### config.mk
export PLATFORM = sky130hd
export DESIGN_NAME = dda_interp_multi
export DESIGN_NICKNAME = d
export VERILOG_FILES = /design/src/rtl/dda_interp_multi.sv
export SDC_FILE = /design/constraint.sdc
export NUM_CORES = 1
export LEC_CHECK = 0
export BUFFER_PORTS_ARGS = -buffer_cell sky130_fd_sc_hd__buf_2
export CAP_MARGIN = 20
export CORE_MARGIN = 2
export CORE_UTILIZATION = 30
export CTS_CLUSTER_SIZE = 25
export DETAILED_ROUTE_END_ITERATION = 7
export GPL_ROUTABILITY_DRIVEN = 0
export GPL_TIMING_DRIVEN = 0
export SETUP_SLACK_MARGIN = 0.4
export SLEW_MARGIN = 20
export SYNTH_ARGS = -nofsm -noshare
export SYNTH_HDL_FRONTEND = slang
export SYNTH_SLANG_ARGS = --single-unit
export TNS_END_PERCENT = 50
### constraint.sdc
create_clock -name clk -period 4.9 [get_ports clk]
set_clock_uncertainty 0.2 [all_clocks]
set_input_delay 1.47 -clock clk [delete_from_list [all_inputs] [get_ports clk]]
set_output_delay 1.47 -clock clk [all_outputs]
set_load 0.05 [all_outputs]
### src/rtl/dda_interp_multi.sv
// Multi-axis DDA step generator: lock-step Bresenham-style pulse distribution over N ticks.
// Optional macro DDA_LS_ABORT_EN: a limit switch on a moving axis aborts the move and sets fault.
module dda_interp_multi #(
  parameter int NAXES = 3,
  parameter int WIDTH = 16,
  parameter int PW    = 2
) (
  input  logic                         clk,
  input  logic                         rst,
  input  logic                         load,
  input  logic [NAXES*(WIDTH+1)-1:0]   nx,
  input  logic [WIDTH-1:0]             n_total,
  input  logic [15:0]                  tick_div,
  input  logic                         start,
  input  logic                         abort,
  input  logic [NAXES-1:0]             ls,
  output logic [NAXES-1:0]             pulse,
  output logic [NAXES-1:0]             dir,
  output logic                         busy,
  output logic                         done,
  output logic                         fault,
  output logic [1:0]                   dbg_state
);

  localparam int PCW = (PW > 1) ? $clog2(PW) : 1;

  typedef enum logic [1:0] {
    S_IDLE   = 2'd0,
    S_LOADED = 2'd1,
    S_RUN    = 2'd2
  } state_t;

  state_t r_state, w_next;

  logic [WIDTH-1:0] r_mag    [NAXES];
  logic [WIDTH:0]   r_acc    [NAXES];
  logic [PCW-1:0]   r_pw_cnt [NAXES];
  logic [WIDTH-1:0] r_n;
  logic [15:0]      r_div;
  logic [WIDTH-1:0] r_iter;
  logic [15:0]      r_tick;

  logic             w_load_ok;
  logic             w_iter;
  logic             w_last;
  logic             w_ls_hit;
  logic             w_stop;
  logic [NAXES-1:0] w_fire;
  logic [WIDTH:0]   w_acc_next [NAXES];

  assign dbg_state = r_state;

  always_comb begin
    w_load_ok = (n_total != '0) && (tick_div > 16'(PW));
    for (int i = 0; i < NAXES; i++) begin
      if (nx[i*(WIDTH+1) +: WIDTH] > n_total) w_load_ok = 1'b0;
    end
  end

  assign w_iter = (r_state == S_RUN) && (r_tick == r_div - 16'd1);
  assign w_last = w_iter && (r_iter == r_n - WIDTH'(1));

  // acc < N and mag <= N, so the sum stays below 2N and fits in WIDTH+1 bits.
  always_comb begin
    for (int i = 0; i < NAXES; i++) begin
      w_acc_next[i] = r_acc[i] + {1'b0, r_mag[i]};
      w_fire[i]     = (w_acc_next[i] >= {1'b0, r_n});
      if (w_fire[i]) w_acc_next[i] = w_acc_next[i] - {1'b0, r_n};
    end
  end

`ifdef DDA_LS_ABORT_EN
  logic [NAXES-1:0] w_mag_nz;
  always_comb begin
    for (int i = 0; i < NAXES; i++) w_mag_nz[i] = (r_mag[i] != '0);
  end
  assign w_ls_hit = w_iter && |(ls & w_mag_nz);
`else
  assign w_ls_hit = 1'b0;
`endif

  assign w_stop = (r_state == S_RUN) && (abort || w_ls_hit);

  always_ff @(posedge clk) begin
    if (rst) r_state <= S_IDLE;
    else     r_state <= w_next;
  end

  // A load beats a coincident start; abort beats a coincident final iteration.
  always_comb begin
    w_next = r_state;
    case (r_state)
      S_IDLE, S_LOADED: begin
        if (load)                                w_next = w_load_ok ? S_LOADED : S_IDLE;
        else if (start && r_state == S_LOADED)   w_next = S_RUN;
      end
      S_RUN: begin
        if (w_stop || w_last) w_next = S_LOADED;
      end
      default: w_next = S_IDLE;
    endcase
  end

  always_ff @(posedge clk) begin
    if (rst) begin
      pulse  <= '0;
      dir    <= '0;
      busy   <= 1'b0;
      done   <= 1'b0;
      fault  <= 1'b0;
      r_n    <= '0;
      r_div  <= '0;
      r_iter <= '0;
      r_tick <= '0;
      for (int i = 0; i < NAXES; i++) begin
        r_mag[i]    <= '0;
        r_acc[i]    <= '0;
        r_pw_cnt[i] <= '0;
      end
    end else begin
      done <= 1'b0;
      busy <= (w_next == S_RUN);
      for (int i = 0; i < NAXES; i++) begin
        if (r_pw_cnt[i] != '0) r_pw_cnt[i] <= r_pw_cnt[i] - PCW'(1);
        else                   pulse[i]    <= 1'b0;
      end

      if (load && r_state != S_RUN) begin
        if (w_load_ok) begin
          r_n   <= n_total;
          r_div <= tick_div;
          fault <= 1'b0;
          for (int i = 0; i < NAXES; i++) begin
            r_mag[i] <= nx[i*(WIDTH+1) +: WIDTH];
            dir[i]   <= nx[i*(WIDTH+1) + WIDTH];
          end
        end else begin
          r_n   <= '0;
          r_div <= '0;
          fault <= 1'b1;
          for (int i = 0; i < NAXES; i++) r_mag[i] <= '0;
        end
      end else if (start && r_state == S_LOADED) begin
        r_iter <= '0;
        r_tick <= '0;
        for (int i = 0; i < NAXES; i++) r_acc[i] <= '0;
      end

      if (r_state == S_RUN) begin
        if (w_stop) begin
          pulse <= '0;
          for (int i = 0; i < NAXES; i++) r_pw_cnt[i] <= '0;
          if (w_ls_hit) fault <= 1'b1;
        end else begin
          r_tick <= w_iter ? 16'd0 : r_tick + 16'd1;
          if (w_iter) begin
            r_iter <= r_iter + WIDTH'(1);
            if (w_last) done <= 1'b1;
            // A limit switch only masks the output; the accumulator keeps its count.
            for (int i = 0; i < NAXES; i++) begin
              r_acc[i] <= w_acc_next[i];
              if (w_fire[i] && !ls[i]) begin
                pulse[i]    <= 1'b1;
                r_pw_cnt[i] <= PCW'(PW - 1);
              end
            end
          end
        end
      end
    end
  end

endmodule

==> results.py, run 1 <==
metrics = {
    "synth": {
        "synth_cell_type_count": 74,
        "synth_fp_nets": 1776,
        "synth.ff_latch_count": 177,
        "syn-cell-area_um2": 13800,
        "ys_seq_area_share_pct": 33.0,
        "synth_edf_count": 102,
        "synth_area_leader_cell": "edfxtp_1",
        "synth_top_area_share_pct": 22.2,
        "avgSynthCellArea_um2": 9.02,
        "syn_inst": 1531,
        "async_reset_ff_share_pct": 0,
        "synth_ff_type": "edfxtp_1",
        "yosys_warnings": 0,
        "yosys-top-cells-area": "edfxtp_1, ha_1, dfxtp_1, xnor2_1, a21oi_1",
    },
    "clocking": {
        "clock-root-buffer": "clkbuf_16",
        "ctsHoldBuffers": 0,
        "numClockSinks": 177,
        "path_clk_slew_ns": 0.07,
        "htreeDepth": 4,
        "clk_latency_ns": 0.47,
        "cts_buffers": 17,
        "clockBufferDepth": 2,
        "cts_tree": "done",
    },
    "global_routing": {
        "antenna_found_initial": 7,
        "grt_pass1_vias": 11800,
        "grt_util_all_layers_pct": 18.3,
        "grt_max_degree": 43,
        "grt_pass1_wl_um": 66100,
        "grt_overflow": 0,
    },
    "final_layout": {
        "area_growth_syn_to_layout_pct": 19.8,
        "regArea_um2": 4560,
        "fin_area_um2": 16500,
        "mostFrequentLayoutCells": "ha_1, nor2_1, buf_2, edfxtp_1",
        "final_nets": 1939,
        "multiInputGateArea_um2": 9150,
        "drive_above_1_share_pct": 16.2,
        "layout_commonest_cell": "ha_1",
        "n_fill_cell": 4539,
    },
    "detailed_routing": {
        "vias": 12600,
        "wl_met3_um": 3070,
        "first_iter_violations": 1144,
        "wl_per_cell_um": 19.2,
        "postRouteAntennaNets": 0,
        "drc": 0,
        "route.met2.wl_um": 20000,
        "drt-pass1-iter-count": 5,
        "avgViaCountPerCell": 5.45,
        "wl_met1_um": 19700,
        "totalWireLength_um": 44400,
        "top_layer": "met5",
    },
    "setup_path": {
        "endpoint_kind": "register",
        "r2r-end": "r_acc[0][42]",
        "crit_fanout": 6,
        "crit_top_cell": "a31oi_1",
        "crit_buf_inv": 2,
        "worstReg2RegStart": "r_acc[0][34]",
        "crit_path_top_delay_cell": "nor4b_1",
        "cp_num_cells": 11,
        "required_ns": 5.09,
        "critPathLaunchType": "input pin",
        "crit_path_cell_trace": "buf_2, inv_1, ha_1, a21oi_1, o21ai_0, a221oi_1, o221a_2, o22ai_2, nor4b_1, a31oi_1, a31oi_1",
        "endpoint": "dbg_state[0]",
        "crit_type": "input pin to register",
        "rr_worst_depth": 18,
        "startpoint": "n_total[7]",
        "crit_family": "compound AO/OA/AOI/OAI gates",
        "r2r_slack_ns": 0.46,
        "critPathMaxStageDelay_ns": 0.94,
        "cp.arrival_ns": 4.62,
    },
    "placement": {
        "pre_cts_ws_ns": -0.798,
        "port_buffers": 101,
        "place_area_um2": 15100,
        "dp_hpwl_um": 33600,
    },
    "floorplan": {
        "io_pins": 102,
        "initial_utilization_pct": 30.4,
        "core_area_um2": 45400,
        "dieArea_um2": 47800,
        "chipHeight_um": 219,
        "die_width_um": 219,
        "rows": 78,
    },
    "power": {
        "p_seq_share_pct": 34.3,
        "clockPowerShare_pct": 29.9,
        "combPwrFrac_pct": 35.8,
        "p_per_area_nw_per_um2": 295,
        "peakVddDrop_uv": 175,
        "power.share.switching_pct": 34.1,
        "p_int_mw": 3.21,
        "leakagePower_nw": 6.83,
        "switchingPower_mw": 1.66,
    },
    "hold_path": {
        "hp-class": "register to register",
    },
    "sta": {
        "setup_ws_ns": 0.465,
        "period_needed_ns": 4.44,
        "drv_slew": 0,
        "tightest_slew_ns": 1.07,
        "maxSlewHeadroom_pct": 28.0,
        "rsz0062_at_grt": "yes",
        "finalSetupViolCount": 0,
        "fmax_ghz": 0.225,
        "period_share_pct": 90.5,
        "hold_violations": 0,
    },
    "job": {
        "maxCapViolations": 0,
    },
    "status": {
        "status": "completed",
    },
}
-- tightest hold or removal path: cells and delay by family (launching register included) --
kind	cells	cell delay [ns]
AND/OR/NAND/NOR	1	0.05
AO/OA/AOI/OAI	1	0.05
flip-flops	1	0.31
-- cell type report --
cell class	instances	area share, %
Clock inverter	14	0.991
Buffer	43	1.63
Sequential cell	177	27.6
Multi-Input combinational cell	1233	55.3
Timing Repair Buffer	144	5.51
Tap cell	600	4.54
Antenna cell	3	0.0454
Inverter	78	1.77
Clock buffer	18	2.59
-- power groups by stage --
stage / clock [mW] / combinational, mW / sequential [mW]
after global routing: 1.52 / 1.91 / 1.68
final: 1.46 / 1.74 / 1.67
after CTS: 1.48 / 1.58 / 1.67
after global placement: 0 / 1.44 / 1.70
after floorplan: 0 / 1.12 / 1.70
after detailed placement: 0 / 1.48 / 1.70
-- registers in the layout (all words and copies together), names as in the netlist --
name,cells
r_acc,51
r_mag,48
r_div,16
r_iter,16
r_n,16
r_tick,16
dir,3
pulse,3
r_pw_cnt,3
dbg_state,2
busy,1
done,1
fault,1
-- synth_stat cells (21+ instances only) --
cell	n
and2_1	54
a21oi_1	99
xnor2_1	84
dfxtp_1	75
nand3_1	52
nor4_1	29
nor3_1	31
edfxtp_1	102
xor2_1	30
nand2_1	95
nor2_1	116
inv_1	77
mux2i_1	40
nand4_1	23
a31oi_1	21
clkbuf_1	28
o21ai_0	89
a21o_1	41
ha_1	148
and3_1	21
o21a_1	23
-- how the worst min path moves through the flow --
stage / endpoint / startpoint / depth (start not counted) / slack, ns
after global routing: pulse[2] / pulse[2] / 2 / 0.28
after global placement: pulse[0] / pulse[0] / 2 / 0.24
after CTS: pulse[1] / pulse[1] / 2 / 0.26
final: pulse[0] / pulse[0] / 2 / 0.25
after floorplan: r_iter[15] / r_iter[15] / 2 / 0.26
after detailed placement: pulse[1] / pulse[1] / 2 / 0.25
-- stage by stage --
stage	setup TNS (ns)	std cells	power [mW]	hold slack, ns	util, %
floorplan	0	1531	2.82	0.263	-
global placement	-76.46	2232	3.15	0.244	33.2
detailed placement	-39.17	2236	3.18	0.249	33.4
CTS	0	2278	4.73	0.256	35.3
global route	0	2307	5.11	0.282	36.4
finish	0	2310	4.87	0.254	36.5
-- routing by layer --
layer | vias to the layer above | GRT usage [%]
met2 | 405 | 29.1
met3 | 70 | 4.08
met4 | 8 | 7.26
li1 | 6056 | -
met5 | - | 0
met1 | 6052 | 23.9
-- cells by family (layout without fill, tap and decap cells) --
| group | after synthesis | in the layout | share of synthesized area [%] |
|---|---|---|---|
| xor gates and xnor gates | 114 | 114 | 7.23 |
| muxes | 42 | 42 | 3.06 |
| other | 0 | 3 | 0 |
| DFF | 177 | 177 | 33.0 |
| AOI/OAI and AO/OA | 415 | 415 | 19.8 |
| buffers and inverters | 121 | 297 | 3.42 |
| adders and majority gates | 154 | 154 | 14.3 |
| and+or+nand+nor | 508 | 508 | 19.2 |
-- timing repair --
action	in CTS	in global routing
gates resized for setup	52	60
gates cloned	0	2
setup endpoints to repair	167	86
buffers inserted	10	27
pin swaps	10	36
(Power assumes the default switching activity.)
==> inputs of run 2 (changes only) <==
- BUFFER_PORTS_ARGS: -buffer_cell sky130_fd_sc_hd__buf_2 -> not set
- DONT_BUFFER_PORTS: not set -> 1
==> run 2 against run 1 <==
Total power fell by 4.1%. Cell count decreased by 4.6%. Critical endpoint is now r_acc[0][46]. Wire length decreased by 1.8%. Count of clock-buffer cells in the layout rose by 3. Global-route usage shrank 0.32 points. Highest routed layer unchanged.
==> results.py, run 2 (synthesis results as in run 1) <==
metrics = {
    "status": {
        "status": "completed",
    },
    "clocking": {
        "clock-root-buffer": "clkbuf_16",
        "clockBufferDepth": 2,
        "clk_latency_ns": 0.47,
        "numClockSinks": 177,
        "cts_tree": "done",
        "ctsHoldBuffers": 0,
        "path_clk_slew_ns": 0.07,
        "htreeDepth": 4,
        "cts_buffers": 17,
    },
    "setup_path": {
        "required_ns": 4.90,
        "critPathLaunchType": "register",
        "cp.arrival_ns": 4.48,
        "endpoint_kind": "register",
        "crit_type": "register to register",
        "crit_fanout": 7,
    },
    "sta": {
        "drv_slew": 0,
        "holdWs_ns": 0.291,
        "tightest_slew_ns": 1.08,
        "period_needed_ns": 4.48,
        "maxSlewHeadroom_pct": 26.8,
        "finalSetupViolCount": 0,
        "period_share_pct": 91.4,
        "hold_violations": 0,
        "fmax_ghz": 0.223,
        "setup_ws_ns": 0.421,
        "rsz0062_at_grt": "yes",
        "setup_tns_ns": 0,
    },
    "global_routing": {
        "top_usage_layer": "met2",
        "grt_overflow": 0,
        "grt_pass1_vias": 11500,
        "grt_max_degree": 47,
        "grt_pass1_wl_um": 64800,
        "use_met3_pct": 6.36,
        "antenna_found_initial": 4,
        "grt_use_met2_pct": 29.1,
        "met1_usage_pct": 22.1,
        "grt_util_all_layers_pct": 18.0,
    },
    "detailed_routing": {
        "totalWireLength_um": 43700,
        "avgViaCountPerCell": 5.46,
        "drt-pass1-iter-count": 5,
        "first_iter_violations": 974,
        "drc": 0,
        "postRouteAntennaNets": 0,
        "vias": 12000,
        "wl_per_cell_um": 19.8,
    },
    "placement": {
        "port_buffers": 0,
        "pre_cts_ws_ns": -0.627,
        "place_area_um2": 14600,
        "placedCellCount": 2134,
        "dp_hpwl_um": 33400,
    },
    "final_layout": {
        "n_antenna_cell": 0,
        "mostFrequentLayoutCells": "ha_1, nor2_1, edfxtp_1, a21oi_1, nand2_1",
        "fin_cells": 2204,
        "largest_reg_flops": 51,
        "final_core_util_pct": 35.3,
        "fin_area_um2": 16000,
        "final_nets": 1836,
        "drive_above_1_share_pct": 11.5,
        "top_regs": "r_acc: 51 flops, r_mag: 48 flops",
        "layout_commonest_cell": "ha_1",
        "largest_register": "r_acc",
        "area_growth_syn_to_layout_pct": 16.1,
    },
    "floorplan": {
        "dieArea_um2": 47800,
        "chipHeight_um": 219,
        "io_pins": 102,
        "initial_utilization_pct": 30.4,
        "die_width_um": 219,
        "rows": 78,
        "core_area_um2": 45400,
    },
    "power": {
        "leakagePower_nw": 6.41,
        "peakVddDrop_uv": 200,
        "power_mw": 4.67,
        "p_per_area_nw_per_um2": 291,
    },
    "job": {
        "maxCapViolations": 0,
    },
    "hold_path": {
        "hp-class": "register to register",
    },
}
run 2: cell count changes in the layout (fill, tap and decap cells not counted), moves of 3 or more:
cell        previous run  this run
ha_4                   4         7
o21ai_0               83        79
bufinv_16              3         0
o21ai_1                2         7
clkbuf_8               1         4
buf_2                108         8
diode_2                3         0
clkinv_1               3         0
clkinvlp_4             3         0
ha_1                 142       138
run 2: final cells by class:
cell class              instances  area (um^2)
fillers                      4576        29400
multi-input cells            1233         9230
flip-flops and latches        177         4570
well taps                     600          751
clock buffers                  21          462
repair buffers                 41          387
inverters                      78          293
plain buffers                  43          269
clock inverters                11         78.8
run 2: final timing paths:
kind / start / end / slack [ns] / depth (start not counted)
max: r_mag[0][32] / r_acc[0][46] / 0.42 / 19
min: r_iter[15] / r_iter[15] / 0.29 / 2
max reg2reg: r_mag[0][32] / r_acc[0][46] / 0.42 / 19
min reg2reg: r_iter[15] / r_iter[15] / 0.29 / 2
run 2: power by group:
part / switching, mW / internal [mW]
combinational: 0.909 / 0.748
clock: 0.652 / 0.681
sequential: 0.0498 / 1.63
run 2: worst max-delay path, cell delays in order (launching register included):
cell,delay [ns]
edfxtp_1,0.43
ha_4,0.20
inv_2,0.06
fa_2,0.22
nor2b_2,0.05
o31a_1,0.28
o21a_1,0.19
nor2_2,0.15
xnor2_2,0.14
ha_1,0.28
and4_1,0.21
a21boi_4,0.14
o41a_1,0.44
o211a_1,0.25
a31oi_2,0.22
and3_4,0.23
buf_12,0.14
buf_12,0.13
mux2i_2,0.20
nor2_1,0.06
run 2: metal layers:
layer  vias up  routed length, um
met3        58               4100
met4         6               1210
met1      5754              18300
met2       352              20000
li1       5853                  -
met5         -                 40
run 2: what timing repair did:
action / CTS / global route
pin swaps: 11 / 42
resized for setup: 50 / 77
hold endpoints to repair: 0 / 0
cloned: 1 / 1
buffers inserted: 8 / 28
endpoints found under the setup margin: 133 / 122
